## src/rtl/ff_slice_cfg.sv

```systemverilog
// Configurable flop slice: NUM_FF flops whose mode (enable, sync set/clear,
// async clear) is loaded through a serial, daisy-chainable configuration shift chain.
module ff_slice_cfg #(
  parameter int NUM_FF = 8
) (
  input  logic              clk,
  input  logic              rst,
  input  logic              cfg_en,
  input  logic              cfg_in,
  output logic              cfg_out,
  output logic              cfg_err,
  output logic              cfg_active,
  input  logic [NUM_FF-1:0] d,
  input  logic [NUM_FF-1:0] e,
  input  logic [NUM_FF-1:0] sr_n,
  output logic [NUM_FF-1:0] q
);

  localparam int CW    = 3 * NUM_FF;
  localparam int CNT_W = $clog2(CW + 1);
  localparam logic [CNT_W-1:0] CNT_FULL = CNT_W'(CW);

  // state   | meaning
  // UNCFG   | no valid configuration committed; q held at 0
  // LOADING | shifting configuration bits into the shadow register
  // ACTIVE  | cfg committed; flops run in their configured modes
  typedef enum logic [1:0] {UNCFG, LOADING, ACTIVE} state_t;

  state_t          state, state_nxt;
  logic [CW-1:0]   shadow, cfg;
  logic [CNT_W-1:0] count;
  logic            commit, fail;

  always_ff @(posedge clk or posedge rst) begin
    if (rst) state <= UNCFG;
    else     state <= state_nxt;
  end

  always_comb begin
    state_nxt = state;
    commit    = 1'b0;
    fail      = 1'b0;
    if (cfg_en) begin
      state_nxt = LOADING;
    end else if (state == LOADING) begin
      if (count >= CNT_FULL) begin
        state_nxt = ACTIVE;
        commit    = 1'b1;
      end else begin
        state_nxt = UNCFG;
        fail      = 1'b1;
      end
    end
  end

  assign cfg_active = (state == ACTIVE);

  // Entering LOADING only clears the counter; shifting starts on the next edge.
  always_ff @(posedge clk or posedge rst) begin
    if (rst) begin
      shadow  <= '0;
      cfg     <= '0;
      count   <= '0;
      cfg_out <= 1'b0;
      cfg_err <= 1'b0;
    end else begin
      if (cfg_en && state != LOADING) begin
        count   <= '0;
        cfg_err <= 1'b0;
      end else if (cfg_en) begin
        shadow  <= {cfg_in, shadow[CW-1:1]};
        cfg_out <= shadow[0];
        if (count < CNT_FULL) count <= count + CNT_W'(1);
      end
      if (commit) cfg <= shadow;
      if (fail)   cfg_err <= 1'b1;
    end
  end

  for (genvar i = 0; i < NUM_FF; i++) begin : g_ff
    logic [2:0] mode;
    logic       use_e, sync_set, sync_clr, aclr, clr, q_r;

    assign mode     = cfg[3*i +: 3];
    assign use_e    = (mode == 3'd1) || (mode == 3'd5) || (mode == 3'd6) || (mode == 3'd7);
    assign sync_set = (mode == 3'd2) || (mode == 3'd5);
    assign sync_clr = (mode == 3'd3) || (mode == 3'd6);
    assign aclr     = cfg_active && ((mode == 3'd4) || (mode == 3'd7)) && !sr_n[i];
    assign clr      = rst || aclr;

    always_ff @(posedge clk or posedge clr) begin
      if (clr)                         q_r <= 1'b0;
      else if (!cfg_active || cfg_en)  q_r <= 1'b0;
      else if (sync_set && !sr_n[i])   q_r <= 1'b1;
      else if (sync_clr && !sr_n[i])   q_r <= 1'b0;
      else if (!use_e || e[i])         q_r <= d[i];
    end

    assign q[i] = q_r;
  end

endmodule

```

## config.mk

```make
export PLATFORM = sky130hd
export DESIGN_NAME = ff_slice_cfg
export DESIGN_NICKNAME = d
export VERILOG_FILES = /design/src/rtl/ff_slice_cfg.sv
export SDC_FILE = /design/constraint.sdc
export NUM_CORES = 1
export LEC_CHECK = 0
export CELL_PAD_IN_SITES_DETAIL_PLACEMENT = 0
export CELL_PAD_IN_SITES_GLOBAL_PLACEMENT = 1
export CORE_MARGIN = 4
export CORE_UTILIZATION = 30
export DETAILED_ROUTE_END_ITERATION = 16
export HOLD_SLACK_MARGIN = 0.06
export PLACE_DENSITY = 0.63
export SLEW_MARGIN = 5
export SYNTH_ARGS = -nofsm -noshare
export SYNTH_HDL_FRONTEND = slang
export SYNTH_SLANG_ARGS = --single-unit
export TNS_END_PERCENT = 20
```

## constraint.sdc

```tcl
create_clock -name clk -period 2.3 [get_ports clk]
set_clock_uncertainty 0.15 [all_clocks]
set_input_delay 0.46 -clock clk [delete_from_list [all_inputs] [get_ports clk]]
set_output_delay 0.46 -clock clk [all_outputs]
set_load 0.005 [all_outputs]
```

==> impl_metrics.toml <==
[status]
outcome = "complete, no violations"

[logic_synthesis]
yosys-top-cells-area = "dfrtp_1 52%, mux2_2 17%, nand2b_1 4.0%"
synth-edff-count = 0
avgSynthCellArea_sq_um = 11.8
yosys_most_used_dff = "dfrtp_1"
ys_seq_elements = 65
syn_nets = 296
async_flop_share_pct = 100
syn_area_sq_mm = 0.00313
netlist-cell-type-count = 29
syn_inst = 266
yosys_warnings = 0
synth_most_common_cell = "dfrtp_1"
synth_top_cell_by_area = "dfrtp_1"
yosys-top-cells-count = "65 x dfrtp_1, 47 x mux2_2, 20 x nand2b_1"
synth_top_area_share_pct = 51.9
yosysSeqAreaShare_pct = 51.9

[worst_setup_path]
critPathCaptureType = "output port"
rr_endpoint = "cfg[12]$_DFFE_PP0P_"
startpoint = "state[0]$_DFFE_PP0P_"
cp-endpoint = "cfg_active"
critPathKind = "flip-flop to output port"
critPathMaxFanout = 5
start_kind = "flip-flop"
reg2reg_depth = 4
crit_required_ps = 1690
rrSetupSlack_ps = 510
arrival_ps = 1550
r2r_start = "state[1]$_DFFE_PP0P_"

[cts]
cts_buffers = 9
h-tree-depth = 3
cts.sinks = 65
clkTransAtPathRegs_ps = 60
cts_hold_buf = 0
cts_root_buf = "clkbuf_8"
cts_tree = "built"
clk_latency_ps = 330
cts_buffer_depth = 2

[timing]
tightest_slew_ps = 435
fin_crit_sh_pct = 93.7
max_slew_margin_pct = 70.9
clock.fmax_mhz = 464
fin_tns_setup_ps = 0
hold_viol_final = 0
setup_viol = 0
rsz0062_at_grt = "false"
slew_viol_final = 0
layout_setup_ws_ps = 144
period_needed_ps = 2160

[power]
cellPowerDensity_mw_per_mm2 = 649
p_leak_nw = 1.62
ir_worst_vdd_uv = 233

[finish]
seq_area_sq_mm = 0.00163
antenna_cells = 0
nets = 336
area_growth_pct = 22.0
final_core_util_pct = 37.3
layout-drive-gt1-share_pct = 21.7
fill_cells = 991
multi_input_area_sq_mm = 0.00137

[placement]
numPortBuffers = 38
hpwl_um = 4260
pre_cts_slack_ps = 223
place.gp.congestion = 0.734

[routing]
dr.first_iter.drc_count = 71
drtPass1Iterations = 5
via_per_inst = 4.81
totalWireLength_um = 6180
num_vias = 2142
routedWlPerCell_um = 13.9
ant_nets = 0
drc = 0

[min_path]
hp-class = "flip-flop to async pin"

[global_routing]
antenna_found_initial = 0
gr-usage-all-layers_pct = 10.8
grt_pass1_vias = 2135
grt_overflow = 0
grt_pass1_wl_um = 10000
grt_start_max_net_pins = 58

[flow_run]
maxCapViolCount = 0

[die]
rows = 37
core-area_sq_mm = 0.0102
die_w_um = 110
die-area_sq_mm = 0.0121
pin_count = 39
die_h_um = 110
start_util_pct = 30.6
==> layout make-up <==
class / instances / area share, %
Sequential cell: 65 / 42.6
Multi-Input combinational cell: 178 / 35.8
Timing Repair Buffer: 44 / 12.1
Tap cell: 136 / 4.45
Clock buffer: 14 / 4.26
Inverter: 8 / 0.786
==> where the power goes <==
group	switching, mW	leakage [nW]	internal (mW)	total, mW
Combinational	0.0928	0.660	0.176	0.269
Sequential	0.100	0.876	1.28	1.38
Clock	0.388	0.0826	0.440	0.828
==> layer usage <==
layer,up-vias,track usage (%),part of all wire [%]
met1,1051,13.5,46
met4,0,5.63,2.1
met3,13,2.74,3.6
li1,1043,-,-
met2,35,17.4,48
met5,-,0,0
==> how the worst min path moves through the flow <==
stage	cells past startpoint	endpoint	start
after detailed placement	1	g_ff[6].q_r$_DFFE_PP0P_	cfg[20]$_DFFE_PP0P_
after CTS	1	g_ff[6].q_r$_DFFE_PP0P_	cfg[20]$_DFFE_PP0P_
after floorplan	1	g_ff[6].q_r$_DFFE_PP0P_	cfg[20]$_DFFE_PP0P_
final	1	g_ff[6].q_r$_DFFE_PP0P_	cfg[20]$_DFFE_PP0P_
after global routing	1	g_ff[6].q_r$_DFFE_PP0P_	cfg[20]$_DFFE_PP0P_
after global placement	1	g_ff[6].q_r$_DFFE_PP0P_	cfg[20]$_DFFE_PP0P_
==> flip-flops by register name, summed over array words and instances, names as in the netlist <==
signal	count
cfg_out	1
shadow	24
state	2
cfg	24
count	5
cfg_err	1
g_ff.q_r	8
==> cell families after synthesis <==
family	share of synthesized area, %
AND/OR/NAND/NOR	13.5
AO/OA/AOI/OAI	10.2
multiplexers	18.6
buffers and inverters	4.35
XOR/XNOR	0.559
adder cells (fa/ha/maj)	0.799
flip-flops	51.9
==> cell usage in the layout, fill, tap and decap left out, types with 3 or more instances in the layout <==
cell type,n
a21oi_1,13
a31oi_1,13
a41oi_1,4
buf_12,3
buf_4,3
clkbuf_1,3
clkbuf_8,11
clkdlybuf4s50_1,38
dfrtp_1,65
inv_1,6
mux2_1,3
mux2_2,47
nand2_1,17
nand2b_1,20
nand3_1,6
nand3b_1,13
nor2_1,3
nor2b_1,3
nor3b_1,8
o21ai_0,7
o22ai_1,6
==> through the flow <==
| step | area, sq um | hold WS, ps | cells | power, mW |
|---|---|---|---|---|
| final | 3820 | 112 | 445 | 2.48 |
| after global routing | 3820 | 149 | 445 | 2.61 |
| after CTS | 3820 | 124 | 445 | 2.52 |
| after detailed placement | 3660 | 109 | 431 | 1.68 |
| after global placement | 3660 | 95.8 | 431 | 1.67 |
| after floorplan | 3130 | 58.1 | 266 | 1.55 |
==> timing repair <==
action,4_1_cts,5_1_grt
endpoints found under the setup margin,0,1
setup buffers,0,0
resized for setup,0,1
==> critical path, stage by stage (launching register included) <==
cell and delay (ps):
dfrtp_1 410, nand2b_1 190, inv_2 110, clkdlybuf4s50_1 510
Power figures use the tool's default switching activity.
==> variant, RTL diff (same settings) <==
`NUM_FF`: 8 -> 4.
--- a/src/rtl/ff_slice_cfg.sv
+++ b/src/rtl/ff_slice_cfg.sv
@@ -2,5 +2,5 @@
 // async clear) is loaded through a serial, daisy-chainable configuration shift chain.
 module ff_slice_cfg #(
-  parameter int NUM_FF = 8
+  parameter int NUM_FF = 4
 ) (
   input  logic              clk,
Ports: changed (resized d, e, q and sr_n); port bits go from 39 to 23. No check against the original RTL was run, so the function may have changed too.
==> variant against the original RTL <==
Sequential cell count shrank 29. Register-to-register slack better by 0.16 ns. Area after synthesis decreased by 42%. Global-route usage fell by 0.94 points. Largest cell class unchanged. Power down 36%. Routed wire length fell by 44%. Worst setup slack improved by 0.054 ns. Design area is 42% lower. Via count fell by 44%. Utilization barely moved. Critical path type unchanged.
==> variant: results (changes against the original RTL) <==
Status - finished, final reports clean
DR iter-0 viols - 46 (-35%)
Number of buffers created by CTS - 5 (-4)
Netlist cell types - 27 (-6.9%)
Sequential fraction of the synthesis area - 0.495 (-0.0249)
CP peak stage delay - 0.55 ns (+0.04 ns)
Vias in the first global route - 1214 (-43%)
Ranking of synthesized cells by area - dfrtp_1 49%, mux2_4 16%, mux2_2 4.3%
Layout net count - 185 (-45%)
Flop2flop setup slack - 0.67 ns (+0.16 ns)
Total of fill cells in the finished design - 558 (-44%)
WP data arrival - 1.49 ns (-0.06 ns)
Clk_lat worst skew - 0.28 ns (-0.05 ns)
CTS H-tree lvls - 2 (-1)
Post-DP Area - 2120 sq um (-42%)
Largest registers - cfg (12), shadow (12)
Mapped Nets - 160 (-46%)
Place WS - 0.280 ns (+0.0569 ns)
Port-buffer cells - 22 (-42%)
Synth Flop Type - dfrtp_1
CP max FO - 4 (-1)
Detailed Place HPWL - 2600 microns (-39%)
Largest net degree at the start of global routing - 27 (-53%)
Clock Path Buffers - 2 (unchanged)
Total GRT Usage - 0.0990 (-0.00936)
Vias per inst - 4.90 (+1.7%)
DRT Pass-1 Iters - 4 (-1)
Worst slew pin tran - 0.312 ns (-0.123 ns)
First-pass GRT wire length - 5720 microns (-43%)
VDD IR max - 0.325 mV (+40%)
Slowest cell on the critical path - clkdlybuf4s50_1
R2r endpoint - cfg[10]
LEAKAGE - 0.971 nW (-40%)
Post-Route WL - 3490 microns (-44%)
Share of layout cells above drive strength 1 - 0.244 (+0.0272)
Gpl congestion - 0.775 (+5.6%)
## variant: cell count changes in the layout (fill, tap and decap cells not counted), moves of 11 or more
cell | before | now
a31oi_1 | 13 | 0
clkdlybuf4s50_1 | 38 | 22
dfrtp_1 | 65 | 36
mux2_2 | 47 | 7
mux2_4 | 0 | 19
nand2_1 | 17 | 6
nand2b_1 | 20 | 0
nand3b_1 | 13 | 0
## variant: layout make-up
type | count | share of cell area
multi-input combinational | 93 | 0.378
timing repair buffer | 26 | 0.119
inverter | 6 | 0.0102
clock buffer | 7 | 0.0435
sequential | 36 | 0.407
tap | 75 | 0.0424
## variant: how the worst max path moves through the flow
stage	from	to	slack [ns]	cells past startpoint
2_1_floorplan	cfg_en	cfg[0]	0.66	4
3_3_place_gp	cfg_en	cfg[11]	0.30	4
3_5_place_dp	cfg_en	cfg[11]	0.28	4
4_1_cts	state[0]	cfg_active	0.16	2
5_1_grt	state[0]	cfg_active	0.09	2
6_report	state[0]	cfg_active	0.20	2
## variant: worst reg2reg max path, stage by stage (launching register included)
cell and delay, ns:
dfrtp_1 0.42, nand2b_4 0.18, nor3_4 0.14, buf_4 0.26, mux2_2 0.37
## variant: metrics by stage
stage                util  std cells  hold WS, ns  total power, mW
finish              0.374        243        0.116             1.58
global route        0.374        243        0.138             1.66
CTS                 0.374        243        0.123             1.60
detailed placement  0.358        236        0.115             1.12
global placement    0.358        236       0.0927             1.10
floorplan               -        143       0.0654             1.02
## variant: power breakdown
| part | total, mW | internal [mW] | switching [mW] |
|---|---|---|---|
| Clock | 0.474 | 0.267 | 0.207 |
| Sequential | 0.836 | 0.745 | 0.0913 |
| Combinational | 0.269 | 0.193 | 0.0764 |
| Total | 1.58 | 1.20 | 0.375 |
## variant: metal layers
| layer | global-route usage | up-vias | wire [microns] |
|---|---|---|---|
| met2 | 0.169 | 24 | 1720 |
| met4 | 0.0432 | 0 | 53 |
| met5 | 0 | - | 0 |
| met3 | 0.0279 | 7 | 167 |
| met1 | 0.115 | 588 | 1550 |
| li1 | - | 571 | - |
## variant: kinds of logic after synthesis
group / count (synthesis) / synth area share
AO/OA/AOI/OAI: 35 / 0.129
XOR/XNOR: 4 / 0.0192
adder cells (fa/ha/maj): 1 / 0.00687
buffers and inverters: 14 / 0.0460
flip-flops: 36 / 0.495
multiplexers: 30 / 0.222
AND/OR/NAND/NOR: 23 / 0.0824
